--- src/rtl/inv_mix_pkg.sv ---
// rtl/inv_mix_pkg.sv - shared types and column transforms for inv_mix_unit
// Optional forward transform guarded by INV_MIX_FWD_EN.
package inv_mix_pkg;

    localparam int COL_W = 16;

    typedef enum logic [1:0] {
        IDLE = 2'd0,
        BUSY = 2'd1,
        DONE = 2'd2
    } fsm_e;

    function automatic logic [COL_W-1:0] inv_col(input logic [COL_W-1:0] c);
        logic [COL_W-1:0] b;
        b[3:0]   = c[7:4];
        b[4]     = c[8] ^ c[7];
        b[5]     = c[9] ^ c[4];
        b[6]     = c[10] ^ c[5];
        b[7]     = c[11] ^ c[6] ^ c[7];
        b[11:8]  = c[15:12];
        b[15:12] = c[3:0] ^ c[15:12];
        return b;
    endfunction

`ifdef INV_MIX_FWD_EN
    function automatic logic [COL_W-1:0] fwd_col(input logic [COL_W-1:0] b);
        logic [COL_W-1:0] c;
        c[3:0]   = b[11:8] ^ b[15:12];
        c[7:4]   = b[3:0];
        c[8]     = b[3] ^ b[4];
        c[9]     = b[0] ^ b[5];
        c[10]    = b[1] ^ b[6];
        c[11]    = b[2] ^ b[3] ^ b[7];
        c[15:12] = b[11:8];
        return c;
    endfunction
`endif

endpackage

--- src/rtl/inv_mix_col.sv ---
// rtl/inv_mix_col.sv - combinational 16-bit column mixing transform
// mode selects the forward transform only when INV_MIX_FWD_EN is defined.
module inv_mix_col
    import inv_mix_pkg::*;
(
    input  logic             mode,
    input  logic [COL_W-1:0] col_in,
    output logic [COL_W-1:0] col_out
);

`ifdef INV_MIX_FWD_EN
    assign col_out = mode ? fwd_col(col_in) : inv_col(col_in);
`else
    logic mode_unused;
    assign mode_unused = mode;
    assign col_out     = inv_col(col_in);
`endif

endmodule

--- src/rtl/inv_mix_unit.sv ---
// rtl/inv_mix_unit.sv - iterative mixing-layer engine, one column per clock
// Adds the mode port and forward transform when INV_MIX_FWD_EN is defined.
module inv_mix_unit
    import inv_mix_pkg::*;
#(
    parameter int NCOL = 4
) (
    input  logic                  clk,
    input  logic                  rst,
    input  logic                  in_valid,
    output logic                  in_ready,
    input  logic [COL_W*NCOL-1:0] in_data,
    output logic                  out_valid,
    input  logic                  out_ready,
    output logic [COL_W*NCOL-1:0] out_data,
`ifdef INV_MIX_FWD_EN
    input  logic                  mode,
`endif
    output logic                  busy
);

    localparam int SW    = COL_W * NCOL;
    localparam int CNT_W = (NCOL > 1) ? $clog2(NCOL) : 1;
    localparam logic [CNT_W-1:0] LAST_COL = CNT_W'(NCOL - 1);

    fsm_e             fsm_q, fsm_d;
    logic [CNT_W-1:0] col_q, col_d;
    logic [SW-1:0]    state_q, state_d;
    logic             mode_q, mode_d;
    logic             in_ready_q, in_ready_d;
    logic             out_valid_q, out_valid_d;
    logic             busy_q, busy_d;
    logic             mode_in;
    logic [COL_W-1:0] col_in, col_out;

`ifdef INV_MIX_FWD_EN
    assign mode_in = mode;
`else
    assign mode_in = 1'b0;
`endif

    assign col_in = state_q[col_q*COL_W +: COL_W];

    inv_mix_col u_col (
        .mode    (mode_q),
        .col_in  (col_in),
        .col_out (col_out)
    );

    always_comb begin
        fsm_d   = fsm_q;
        col_d   = col_q;
        state_d = state_q;
        mode_d  = mode_q;
        case (fsm_q)
            IDLE: begin
                if (in_valid) begin
                    state_d = in_data;
                    col_d   = '0;
                    mode_d  = mode_in;
                    fsm_d   = BUSY;
                end
            end
            BUSY: begin
                state_d[col_q*COL_W +: COL_W] = col_out;
                if (col_q == LAST_COL) begin
                    fsm_d = DONE;
                end else begin
                    col_d = col_q + 1'b1;
                end
            end
            DONE: begin
                if (out_ready) begin
                    fsm_d = IDLE;
                end
            end
            default: fsm_d = IDLE;
        endcase
        // Outputs are decoded from the next state so they leave as plain flops.
        in_ready_d  = (fsm_d == IDLE);
        out_valid_d = (fsm_d == DONE);
        busy_d      = (fsm_d != IDLE);
    end

    always_ff @(posedge clk) begin
        if (rst) begin
            fsm_q       <= IDLE;
            col_q       <= '0;
            state_q     <= '0;
            mode_q      <= 1'b0;
            in_ready_q  <= 1'b1;
            out_valid_q <= 1'b0;
            busy_q      <= 1'b0;
        end else begin
            fsm_q       <= fsm_d;
            col_q       <= col_d;
            state_q     <= state_d;
            mode_q      <= mode_d;
            in_ready_q  <= in_ready_d;
            out_valid_q <= out_valid_d;
            busy_q      <= busy_d;
        end
    end

    assign in_ready  = in_ready_q;
    assign out_valid = out_valid_q;
    assign busy      = busy_q;
    assign out_data  = state_q;

endmodule

--- config.mk ---
export PLATFORM = sky130hd
export DESIGN_NAME = inv_mix_unit
export DESIGN_NICKNAME = d
export VERILOG_FILES = /design/src/rtl/inv_mix_pkg.sv /design/src/rtl/inv_mix_col.sv /design/src/rtl/inv_mix_unit.sv
export SDC_FILE = /design/constraint.sdc
export NUM_CORES = 1
export LEC_CHECK = 0
export ABC_AREA = 1
export ABC_CLOCK_PERIOD_IN_PS = 5360
export CAP_MARGIN = 20
export CORE_ASPECT_RATIO = 1.5
export CORE_MARGIN = 10
export CORE_UTILIZATION = 50
export DETAILED_ROUTE_END_ITERATION = 10
export PLACE_DENSITY = 0.9
export SLEW_MARGIN = 10
export SYNTH_ARGS = -nofsm -noshare
export SYNTH_HDL_FRONTEND = slang
export SYNTH_SLANG_ARGS = --single-unit
--- constraint.sdc ---
create_clock -name clk -period 5.36 [get_ports clk]
set_input_delay 1.072 -clock clk [delete_from_list [all_inputs] [get_ports clk]]
set_output_delay 1.072 -clock clk [all_outputs]
set_load 0.05 [all_outputs]
==> results.toml <==
[synthesis]
synthCells = 569
synth.area.top_cells = "dfxtp_1 35%, a21oi_1 14%, nand2_1 11%, o21ai_0 7.6%, nand3_1 4.1%"
synthAdderAreaFrac_pct = 1.24
ys_ff_latch = 71
synthMuxAreaShare_pct = 0
syn_area_sq_um = 4030
synthXorXnorAreaFrac_pct = 2.82
synth_compound_area_share_pct = 28.8
syn_nets = 641
syn_avg_cell_area_sq_um = 7.09
yosys_warnings = 0
synth_top_cell_area_share_pct = 35.2
yosysTopAreaCell = "dfxtp_1"
synth_cell_type_count = 35
synth_top_family_by_area = "compound AO/OA/AOI/OAI gates"
ys_seq_area_share_pct = 35.2
synthSimpleGateAreaFrac_pct = 23.7

[setup_path]
r2r_setup_slack_ns = 2.11
path_max_fanout = 52
crit_required_ns = 5.60
crit_buf_inv = 3
path_delay_family = "buffers and inverters"
crit_top_cell = "inv_2"
setup.worst_path.start_class = "flip-flop"
worstPathArrival_ns = 3.48
path_class = "flip-flop to flip-flop"
end_kind = "flip-flop"
crit_chain = "buf_4 -> inv_2 -> ha_1 -> inv_2 -> nor4_4 -> nand2_1 -> a221oi_1"
cpPeakStageDelay_ns = 0.72
cp_slowest_cell = "nor4_4"

[pwr]
clkPwrFrac_pct = 28.7
vdd_ir_drop_max_v = 0.000197
switching_share_pct = 40.1
powerDensity_nw_per_um2 = 349
p_int_mw = 1.17
combPwrFrac_pct = 38.1
switching_power_mw = 0.781
p_leak_nw = 2.08
seqPwrFrac_pct = 33.2

[floorplanning]
rows = 40
initial_utilization_pct = 50.7
die_y_um = 130
die_w_um = 93.3
die_area_sq_um = 12100
core_area_sq_um = 7960
ios = 135

[routing]
initialDrtViolationCount = 540
first_pass_iters = 5
route.detailed.drc = 0
vias_per_cell = 5.89
wl_um = 14900
ant_nets = 0
vias = 4625
wl_per_cell_um = 19.0

[finish]
layout_commonest_cell = "clkdlybuf4s50_1"
layout_common_cells = "134 x clkdlybuf4s50_1, 123 x nand2_1, 116 x a21oi_1"
final_nets = 747
n_fill_cell = 648
num_antenna_cells = 0
fin_area_sq_um = 5570
areaGrowthSynthToFinish_pct = 38.2
layout-drive-gt1-share_pct = 9.71

[timing]
worst_slew_pin_slew_ns = 0.977
fin_skew_ns = 0.00615
tns_ns = 0
setup_ws_ns = 2.11
min_period_ns = 3.25
setup_viol = 0
fmax_ghz = 0.308
hold_viol = 0
fin_crit_sh_pct = 60.6
finalMaxSlewViolations = 0
relSlewSlack_pct = 34.8
rsz0062_at_grt = "false"

[global_route]
grt_pass1_vias = 4515
grt_pass1_wl_um = 23100
gr-total-overflow = 0
antenna_found_initial = 0
grt_max_degree = 71
track_usage_pct = 23.8

[clock_tree]
numCtsBuffers = 9
cts_tree = "yes"
root_buffer = "clkbuf_16"
cts_buffer_depth = 2
clkTransAtPathRegs_ns = 0.05
ctsResizeCount = 0
hold_buffers = 0
h-tree-depth = 3
cts_sinks = 71
cts_setup_buffers = 0
clock_latency_ns = 0.34

[run]
maxCapViolCount = 0

[placed_design]
place_hpwl_um = 10900
postPlaceCellArea_sq_um = 5300
pre_cts_ws_ns = 2.22
port_buffers = 134
globalplace.congestion = 0.928

[hold_path]
hold_class = "flip-flop to flip-flop"

[outcome]
status = "finished, final reports clean"
-- worst reg2reg max path, cell delays in order (launching register included) --
cell	delay (ns)
dfxtp_1	0.30
buf_4	0.28
inv_2	0.68
ha_1	0.41
inv_2	0.27
nor4_4	0.73
nand2_1	0.14
a221oi_1	0.33
-- worst paths after layout --
check,from,endpoint,cells past startpoint
setup / recovery,col_q[0]$_SDFFE_PP0P_,out_data[8]$_SDFFE_PP0P_,7
hold / removal,out_data[35]$_SDFFE_PP0P_,out_data[35]$_SDFFE_PP0P_,2
setup reg to reg,col_q[0]$_SDFFE_PP0P_,out_data[8]$_SDFFE_PP0P_,7
hold reg to reg,out_data[35]$_SDFFE_PP0P_,out_data[35]$_SDFFE_PP0P_,2
-- cell type report --
class	count	area (sq um)	area share, %
multi-input combinational	431	2280	40.9
sequential	71	1420	25.5
timing repair buffer	137	1360	24.5
clock buffer	12	256	4.60
tap	105	131	2.36
inverter	25	98.8	1.77
clock inverter	4	20.0	0.359
-- cells in the mapped netlist (all sizes together) --
library cell and number:
a221oi 3, xor2 2, nand4 14, nand3 36, o21ai 77, buf 30, nor3b 1, dfxtp 71
a21oi 127, ha 4, clkbuf 12, nor4 1, xnor2 5, o31ai 1, o211ai 1, nor2 26
a22oi 3, inv 25, nand2 127, nor3 3
-- power by group through the flow --
stage                     registers [mW]  logic, mW  clock network (mW)
after floorplan                    0.844      0.294                   0
after global placement             0.654      0.725                   0
after CTS                          0.645      0.736               0.553
after detailed placement           0.655      0.732                   0
final                              0.647      0.741               0.559
after global routing               0.652      0.785               0.584
-- state kept, by name, summed over array words and instances, names as in the netlist --
| register | count |
|---|---|
| in_ready | 1 |
| fsm_q | 2 |
| busy | 1 |
| out_valid | 1 |
| out_data | 64 |
| col_q | 2 |
-- logic make-up (layout without fill, tap and decap cells) --
| group | Yosys count | count (layout) |
|---|---|---|
| xor gates and xnor gates | 7 | 7 |
| and+or+nand+nor | 208 | 208 |
| AOI/OAI and AO/OA | 212 | 212 |
| adders and majority gates | 4 | 4 |
| buffers and inverters | 67 | 178 |
| DFF | 71 | 71 |
-- metrics by stage --
step | hold slack [ns] | util, % | total power [mW] | instances
finish | 0.499 | 70.0 | 1.95 | 785
detailed placement | 0.485 | 66.5 | 1.39 | 769
global route | 0.525 | 70.0 | 2.02 | 785
global placement | 0.493 | 66.5 | 1.38 | 769
CTS | 0.494 | 70.0 | 1.93 | 785
floorplan | 0.647 | - | 1.14 | 569
-- metal layers --
layer  share of wire, %  vias up  global-route usage (%)  routed length, um
met5                  0        -                       0                  0
li1                   -     2172                       -                  -
met2                 49      272                    40.1               7390
met1                 38     2145                    27.8               5680
met3                9.2       36                    4.72               1380
met4                3.2        0                    12.5                477
(Power assumes the default switching activity.)
